<file path="config.mk">
export PLATFORM = sky130hd
export DESIGN_NAME = rtc_multi_alarm_flat
export DESIGN_NICKNAME = d
export VERILOG_FILES = /design/src/rtl/rtc_multi_alarm_if.sv /design/src/rtl/rtc_multi_alarm.sv /design/src/flat_wrapper.sv
export SDC_FILE = /design/constraint.sdc
export NUM_CORES = 1
export LEC_CHECK = 0
export CAP_MARGIN = 20
export CORE_ASPECT_RATIO = 0.75
export CORE_MARGIN = 2
export CORE_UTILIZATION = 60
export CTS_CLUSTER_DIAMETER = 40
export DETAILED_ROUTE_END_ITERATION = 16
export MAX_ROUTING_LAYER = met4
export PLACE_DENSITY_LB_ADDON = 0.05
export SYNTH_ARGS = -nofsm -noshare
export SYNTH_HDL_FRONTEND = slang
export SYNTH_SLANG_ARGS = --single-unit
</file>
<file path="constraint.sdc">
create_clock -name clk -period 5.1 [get_ports clk]
set_clock_uncertainty 0.05 [all_clocks]
set_input_delay 1.02 -clock clk [delete_from_list [all_inputs] [get_ports clk]]
set_output_delay 1.02 -clock clk [all_outputs]
set_load 0.1 [all_outputs]
</file>
<file path="src/rtl/rtc_multi_alarm_if.sv">
// Configuration bus of the multi-alarm RTC: validated time-set port and
// alarm-channel write port, with the shared reject pulse.
interface rtc_multi_alarm_if #(
    parameter int IW = 2
);
    logic          set_valid;
    logic [4:0]    set_hour;
    logic [5:0]    set_min;
    logic [5:0]    set_sec;
    logic          set_err;
    logic          alm_wr;
    logic [IW-1:0] alm_idx;
    logic [4:0]    alm_hour;
    logic [5:0]    alm_min;
    logic          alm_en;

    modport master (
        output set_valid, set_hour, set_min, set_sec,
        output alm_wr, alm_idx, alm_hour, alm_min, alm_en,
        input  set_err
    );

    modport slave (
        input  set_valid, set_hour, set_min, set_sec,
        input  alm_wr, alm_idx, alm_hour, alm_min, alm_en,
        output set_err
    );
endinterface

</file>
<file path="src/rtl/rtc_multi_alarm.sv">
// 24-hour real-time clock with NUM_ALARMS independent alarm channels, each
// with ring timeout, snooze and dismiss, plus a 12/24-hour display output.
module rtc_multi_alarm #(
    parameter int CLK_HZ     = 10,
    parameter int NUM_ALARMS = 4,
    parameter int RING_SEC   = 60,
    parameter int SNOOZE_SEC = 300
) (
    input  logic                  clk,
    input  logic                  rst,
    rtc_multi_alarm_if.slave      bus,
    input  logic                  snooze,
    input  logic                  dismiss,
    input  logic                  mode_12h,
    output logic [5:0]            sec,
    output logic [5:0]            min,
    output logic [4:0]            hour,
    output logic [4:0]            disp_hour,
    output logic                  pm,
    output logic                  tick_1hz,
    output logic [NUM_ALARMS-1:0] alarm_active,
    output logic                  alarm_out
);
    localparam int              IW       = (NUM_ALARMS > 1) ? $clog2(NUM_ALARMS) : 1;
    localparam int              PW       = (CLK_HZ > 1) ? $clog2(CLK_HZ) : 1;
    localparam logic [PW-1:0]   PRESC_TC = PW'(CLK_HZ - 1);
    localparam logic [31:0]     NA_U     = 32'(NUM_ALARMS);
    localparam logic [16:0]     RING_T   = 17'(RING_SEC);
    localparam logic [16:0]     SNOOZE_T = 17'(SNOOZE_SEC);

    typedef enum logic [1:0] {
        ST_IDLE    = 2'd0,
        ST_RINGING = 2'd1,
        ST_SNOOZED = 2'd2
    } ch_state_e;

    logic [PW-1:0]                presc_q, presc_d;
    logic [5:0]                   sec_q, sec_d;
    logic [5:0]                   min_q, min_d;
    logic [4:0]                   hour_q, hour_d;
    logic                         tick_q, tick_s;
    logic                         set_err_q, set_err_d;
    logic [NUM_ALARMS-1:0][4:0]   alm_hour_q, alm_hour_d;
    logic [NUM_ALARMS-1:0][5:0]   alm_min_q, alm_min_d;
    logic [NUM_ALARMS-1:0]        alm_en_q, alm_en_d;
    ch_state_e                    state_q [NUM_ALARMS];
    ch_state_e                    state_d [NUM_ALARMS];
    logic [NUM_ALARMS-1:0][16:0]  timer_q, timer_d;
    logic [NUM_ALARMS-1:0]        active_q, active_d;
    logic                         alarm_out_q, alarm_out_d;
    logic                         set_ok_s, wr_ok_s;
    logic [NUM_ALARMS-1:0]        wr_hit_s, match_s;

    // State register for timekeeping, alarm configuration and channel FSMs
    always_ff @(posedge clk) begin
        if (rst) begin
            presc_q     <= '0;
            sec_q       <= 6'd0;
            min_q       <= 6'd0;
            hour_q      <= 5'd0;
            tick_q      <= 1'b0;
            set_err_q   <= 1'b0;
            alm_hour_q  <= '0;
            alm_min_q   <= '0;
            alm_en_q    <= '0;
            timer_q     <= '0;
            active_q    <= '0;
            alarm_out_q <= 1'b0;
            for (int i = 0; i < NUM_ALARMS; i++) begin
                state_q[i] <= ST_IDLE;
            end
        end else begin
            presc_q     <= presc_d;
            sec_q       <= sec_d;
            min_q       <= min_d;
            hour_q      <= hour_d;
            tick_q      <= tick_s;
            set_err_q   <= set_err_d;
            alm_hour_q  <= alm_hour_d;
            alm_min_q   <= alm_min_d;
            alm_en_q    <= alm_en_d;
            timer_q     <= timer_d;
            active_q    <= active_d;
            alarm_out_q <= alarm_out_d;
            for (int i = 0; i < NUM_ALARMS; i++) begin
                state_q[i] <= state_d[i];
            end
        end
    end

    // Prescaler, time-of-day advance and validated time set (set beats tick)
    always_comb begin
        set_ok_s  = bus.set_valid && (bus.set_hour <= 5'd23) &&
                    (bus.set_min <= 6'd59) && (bus.set_sec <= 6'd59);
        wr_ok_s   = bus.alm_wr && (bus.alm_hour <= 5'd23) &&
                    (bus.alm_min <= 6'd59) && (32'(bus.alm_idx) < NA_U);
        set_err_d = (bus.set_valid && !set_ok_s) || (bus.alm_wr && !wr_ok_s);
        tick_s    = (presc_q == PRESC_TC) && !set_ok_s;
        sec_d     = sec_q;
        min_d     = min_q;
        hour_d    = hour_q;
        if (set_ok_s) begin
            presc_d = '0;
            sec_d   = bus.set_sec;
            min_d   = bus.set_min;
            hour_d  = bus.set_hour;
        end else if (tick_s) begin
            presc_d = '0;
            if (sec_q == 6'd59) begin
                sec_d = 6'd0;
                if (min_q == 6'd59) begin
                    min_d  = 6'd0;
                    hour_d = (hour_q == 5'd23) ? 5'd0 : hour_q + 5'd1;
                end else begin
                    min_d = min_q + 6'd1;
                end
            end else begin
                sec_d = sec_q + 6'd1;
            end
        end else begin
            presc_d = presc_q + PW'(1);
        end
    end

    // Alarm register writes and per-channel IDLE/RINGING/SNOOZED next state.
    // Matches compare against the pre-write alarm registers.
    always_comb begin
        for (int i = 0; i < NUM_ALARMS; i++) begin
            wr_hit_s[i]   = wr_ok_s && (bus.alm_idx == IW'(i));
            alm_hour_d[i] = wr_hit_s[i] ? bus.alm_hour : alm_hour_q[i];
            alm_min_d[i]  = wr_hit_s[i] ? bus.alm_min  : alm_min_q[i];
            alm_en_d[i]   = wr_hit_s[i] ? bus.alm_en   : alm_en_q[i];
            match_s[i]    = tick_s && (sec_d == 6'd0) && alm_en_q[i] &&
                            (hour_d == alm_hour_q[i]) && (min_d == alm_min_q[i]);
            state_d[i]    = state_q[i];
            timer_d[i]    = timer_q[i];
            if (wr_hit_s[i] && !bus.alm_en) begin
                state_d[i] = ST_IDLE;
                timer_d[i] = 17'd0;
            end else if (dismiss && (state_q[i] != ST_IDLE)) begin
                state_d[i] = ST_IDLE;
                timer_d[i] = 17'd0;
            end else begin
                case (state_q[i])
                    ST_IDLE: begin
                        if (match_s[i]) begin
                            state_d[i] = ST_RINGING;
                            timer_d[i] = RING_T;
                        end else begin
                            state_d[i] = ST_IDLE;
                        end
                    end
                    ST_RINGING: begin
                        if (snooze) begin
                            state_d[i] = ST_SNOOZED;
                            timer_d[i] = SNOOZE_T;
                        end else if (tick_s) begin
                            if (timer_q[i] <= 17'd1) begin
                                state_d[i] = ST_IDLE;
                                timer_d[i] = 17'd0;
                            end else begin
                                timer_d[i] = timer_q[i] - 17'd1;
                            end
                        end else begin
                            timer_d[i] = timer_q[i];
                        end
                    end
                    ST_SNOOZED: begin
                        if (tick_s) begin
                            if (timer_q[i] <= 17'd1) begin
                                state_d[i] = ST_RINGING;
                                timer_d[i] = RING_T;
                            end else begin
                                timer_d[i] = timer_q[i] - 17'd1;
                            end
                        end else begin
                            timer_d[i] = timer_q[i];
                        end
                    end
                    default: begin
                        state_d[i] = ST_IDLE;
                        timer_d[i] = 17'd0;
                    end
                endcase
            end
            active_d[i] = (state_d[i] == ST_RINGING);
        end
        alarm_out_d = |active_d;
    end

    // 12/24-hour display mapping from the registered hour
    always_comb begin
        if (mode_12h) begin
            pm = (hour_q >= 5'd12);
            if (hour_q == 5'd0) begin
                disp_hour = 5'd12;
            end else if (hour_q <= 5'd12) begin
                disp_hour = hour_q;
            end else begin
                disp_hour = hour_q - 5'd12;
            end
        end else begin
            pm        = 1'b0;
            disp_hour = hour_q;
        end
    end

    assign sec          = sec_q;
    assign min          = min_q;
    assign hour         = hour_q;
    assign tick_1hz     = tick_q;
    assign bus.set_err  = set_err_q;
    assign alarm_active = active_q;
    assign alarm_out    = alarm_out_q;
endmodule

</file>
<file path="src/flat_wrapper.sv">
// flat-port wrapper written by rule: the top's interface ports become plain ports
module rtc_multi_alarm_flat 
#(
    parameter int CLK_HZ     = 10,
    parameter int NUM_ALARMS = 4,
    parameter int RING_SEC   = 60,
    parameter int SNOOZE_SEC = 300
)
  (clk, rst, snooze, dismiss, mode_12h, sec, min, hour, disp_hour, pm, tick_1hz, alarm_active, alarm_out, bus_set_valid, bus_set_hour, bus_set_min, bus_set_sec, bus_alm_wr, bus_alm_idx, bus_alm_hour, bus_alm_min, bus_alm_en, bus_set_err);
  rtc_multi_alarm_if #(.IW(2)) bus_i ();
  input  logic clk;
  input  logic rst;
  input  logic snooze;
  input  logic dismiss;
  input  logic mode_12h;
  output logic [5:0] sec;
  output logic [5:0] min;
  output logic [4:0] hour;
  output logic [4:0] disp_hour;
  output logic pm;
  output logic tick_1hz;
  output logic [NUM_ALARMS-1:0] alarm_active;
  output logic alarm_out;
  input wire logic [$bits(bus_i.set_valid)-1:0] bus_set_valid;
  input wire logic [$bits(bus_i.set_hour)-1:0] bus_set_hour;
  input wire logic [$bits(bus_i.set_min)-1:0] bus_set_min;
  input wire logic [$bits(bus_i.set_sec)-1:0] bus_set_sec;
  input wire logic [$bits(bus_i.alm_wr)-1:0] bus_alm_wr;
  input wire logic [$bits(bus_i.alm_idx)-1:0] bus_alm_idx;
  input wire logic [$bits(bus_i.alm_hour)-1:0] bus_alm_hour;
  input wire logic [$bits(bus_i.alm_min)-1:0] bus_alm_min;
  input wire logic [$bits(bus_i.alm_en)-1:0] bus_alm_en;
  output wire logic [$bits(bus_i.set_err)-1:0] bus_set_err;
  assign bus_i.set_valid = bus_set_valid;
  assign bus_i.set_hour = bus_set_hour;
  assign bus_i.set_min = bus_set_min;
  assign bus_i.set_sec = bus_set_sec;
  assign bus_i.alm_wr = bus_alm_wr;
  assign bus_i.alm_idx = bus_alm_idx;
  assign bus_i.alm_hour = bus_alm_hour;
  assign bus_i.alm_min = bus_alm_min;
  assign bus_i.alm_en = bus_alm_en;
  assign bus_set_err = bus_i.set_err;
  rtc_multi_alarm #(.CLK_HZ(CLK_HZ), .NUM_ALARMS(NUM_ALARMS), .RING_SEC(RING_SEC), .SNOOZE_SEC(SNOOZE_SEC)) u_core (.clk(clk), .rst(rst), .bus(bus_i), .snooze(snooze), .dismiss(dismiss), .mode_12h(mode_12h), .sec(sec), .min(min), .hour(hour), .disp_hour(disp_hour), .pm(pm), .tick_1hz(tick_1hz), .alarm_active(alarm_active), .alarm_out(alarm_out));
endmodule
</file>
==> flow_metrics.py <==
metrics = {
    "detailed_routing": {
        "first_iter_violations": 778,
        "wire_per_inst_um": 18.0,
        "route.detailed.drc": 0,
        "avgViaCountPerCell": 6.19,
        "totalWireLength_um": 25700,
        "antenna_left": 0,
        "routed-via-count": 8847,
        "drt_pass1_iterations": 5,
    },
    "floorplanning": {
        "core_area_um2": 15300,
        "die_area_um2": 16700,
        "fp-row-count": 39,
        "initial_core_util": 0.614,
        "die_h_um": 112,
        "pin_count": 68,
        "die_x_um": 148,
    },
    "logic_synthesis": {
        "synthArstFlopShare": 0,
        "synth_area_um2": 9380,
        "synth_fp_nets": 1224,
        "ys_warn_count": 0,
        "ys_types": 78,
        "synth_ff_type": "dfxtp_1",
        "ys_seq_elements": 152,
        "postSynthAreaPerCell_um2": 8.03,
        "synth-seq-area-share": 0.324,
        "synthCells": 1169,
        "synth-edff-count": 0,
    },
    "place": {
        "placed_cells": 1398,
        "gp_congestion": 0.999,
        "hpwlAfterDp_um": 18700,
        "dpl_cell_area_um2": 10200,
        "placement.io_buffers": 67,
    },
    "setup_path": {
        "cp-start-kind": "flip-flop",
        "path_class": "flip-flop to flip-flop",
        "crit_arrival_ps": 4810,
        "cp-end-kind": "flip-flop",
        "worstPathRequired_ps": 5410,
        "crit_fanout": 12,
    },
    "power_and_ir_drop": {
        "sequentialPowerShare": 0.418,
        "internal_power_mw": 2.09,
        "combPwrFrac": 0.162,
        "peakVddDrop_mv": 0.234,
        "swShare": 0.306,
        "pwr-share-clk": 0.420,
        "total_power_mw": 3.00,
        "p_leak_nw": 4.33,
        "p_sw_mw": 0.918,
        "p_per_area_nw_per_um2": 279,
    },
    "final_layout": {
        "mostFrequentLayoutCell": "nor2_1",
        "drive_gt1_frac": 0.0792,
        "nets": 1267,
        "multi_input_area_um2": 5890,
        "fill_cells": 1247,
        "num_antenna_cells": 0,
        "post-route-cell-area_um2": 10800,
        "final_util": 0.706,
        "final_cells": 1430,
        "register_area_um2": 3040,
        "areaGrowthSynthToFinish_pct": 14.9,
        "mostFrequentLayoutCells": "nor2_1 (164), dfxtp_1 (152), nand2_1 (70)",
    },
    "cts": {
        "h-tree-depth": 4,
        "ctsResizeCount": 0,
        "clk_latency_ps": 430,
        "cts_setup_buffers": 0,
        "cts_max_path_buffers": 2,
        "clkTransAtPathRegs_ps": 70,
        "cts-root-buf": "clkbuf_16",
        "clkSinkCount": 152,
        "cts_buffers": 17,
        "cts_hold_buf": 0,
        "cts_tree": "built",
    },
    "timing": {
        "hold_violations": 0,
        "max_slew_margin": 0.308,
        "worst_pin_slew_ps": 1030,
        "period_needed_ps": 4500,
        "fmax_mhz": 222,
        "setup_violations": 0,
        "maxSlewViolCount": 0,
        "tns_ps": 0,
        "fin_crit_sh": 0.883,
        "rsz0062_at_grt": "false",
    },
    "global_route": {
        "grt_max_degree": 42,
        "grt_pass1_vias": 7842,
        "grt_usage": 0.322,
        "grt_pass1_wl_um": 41500,
        "antenna_found_initial": 0,
        "overflow": 0,
    },
    "worst_hold_path": {
        "hold_path_class": "flip-flop to flip-flop",
    },
    "run_status": {
        "outcome": "finished, final reports clean",
    },
    "flow_run": {
        "maxCapViolCount": 0,
    },
}
[power groups by stage]
stage | Clock, mW | Combinational (mW) | Sequential (mW)
floorplan | 0 | 0.259 | 1.35
global placement | 0 | 0.477 | 1.28
detailed placement | 0 | 0.479 | 1.28
CTS | 1.27 | 0.481 | 1.25
global route | 1.33 | 0.514 | 1.26
finish | 1.26 | 0.487 | 1.26
[worst max-delay path, cell delays in order (launching register included)]
cell      delay, ps
dfxtp_1         450
ha_1            440
nand4b_4        230
nor4_4          500
mux2i_1         540
xor2_1          320
a21oi_1         110
or4_1           560
o21a_1          370
nand2b_4        280
or4_1           450
a21oi_1         140
[final cells by class]
type | count | share of cell area
multi-input combinational | 908 | 0.546
sequential | 152 | 0.282
timing repair buffer | 95 | 0.0799
clock buffer | 19 | 0.0420
tap | 205 | 0.0238
inverter | 38 | 0.0132
clock inverter | 13 | 0.0124
[sequential cells by signal, indices dropped and copies added (netlist names), 4 cells and up]
register and flops:
u_core.presc_q 4, u_core.alm_min_q 24, u_core.alm_en_q 4, u_core.sec 6, u_core.timer_q 68, u_core.hour 5
u_core.alarm_active 4, u_core.alm_hour_q 20, u_core.min 6, u_core.state_q 8
[cells in the mapped netlist (all sizes together), types with 13 or more instances]
cell      n  share of area
nand2    70          0.028
a211oi   18          0.014
nand2b   14          0.010
nor2    164          0.066
xor2     36          0.034
ha       17          0.023
dfxtp   152           0.32
nor3     45          0.024
buf      26          0.015
mux2i    63          0.067
nor4     13          0.010
xnor2    49          0.046
nor2b    23          0.015
a21o     14          0.011
inv      38          0.015
a21oi    68          0.036
clkbuf   45          0.018
o21ai    54          0.029
nand4    26          0.017
nand3    33          0.019
[per-layer routing]
metal / vias to the layer above / global-route usage / share of wire
met2: 291 / 0.448 / 0.42
met3: 33 / 0.0646 / 0.069
li1: 4309 / - / -
met1: 4214 / 0.474 / 0.49
met5: - / - / 0
met4: 0 / 0.0819 / 0.013
[stage by stage]
step	worst slack (ps)	hold slack, ps
detailed placement	262	409
global placement	346	399
floorplan	90.6	384
finish	598	420
CTS	706	423
global route	471	459
[cell families (layout without fill, tap and decap cells)]
family | Yosys count | in the layout | synth area share
compound gates | 266 | 266 | 0.191
flops | 152 | 152 | 0.324
xor+xnor | 85 | 85 | 0.0794
simple gates | 477 | 477 | 0.267
fa+ha+maj | 17 | 17 | 0.0227
mux | 63 | 63 | 0.0672
buf+inv | 109 | 165 | 0.0489
[final timing paths]
check                               start                         endpoint  slack (ps)  depth (start not counted)
min          u_core.presc_q[0]$_SDFF_PP0_     u_core.presc_q[0]$_SDFF_PP0_         420                          1
min reg2reg  u_core.presc_q[0]$_SDFF_PP0_     u_core.presc_q[0]$_SDFF_PP0_         420                          1
max              u_core.sec[0]$_SDFF_PP0_  u_core.timer_q[18]$_SDFFE_PP0P_         600                         11
max reg2reg      u_core.sec[0]$_SDFF_PP0_  u_core.timer_q[18]$_SDFFE_PP0P_         600                         11
Note: power is estimated with default switching activity, not from simulation.
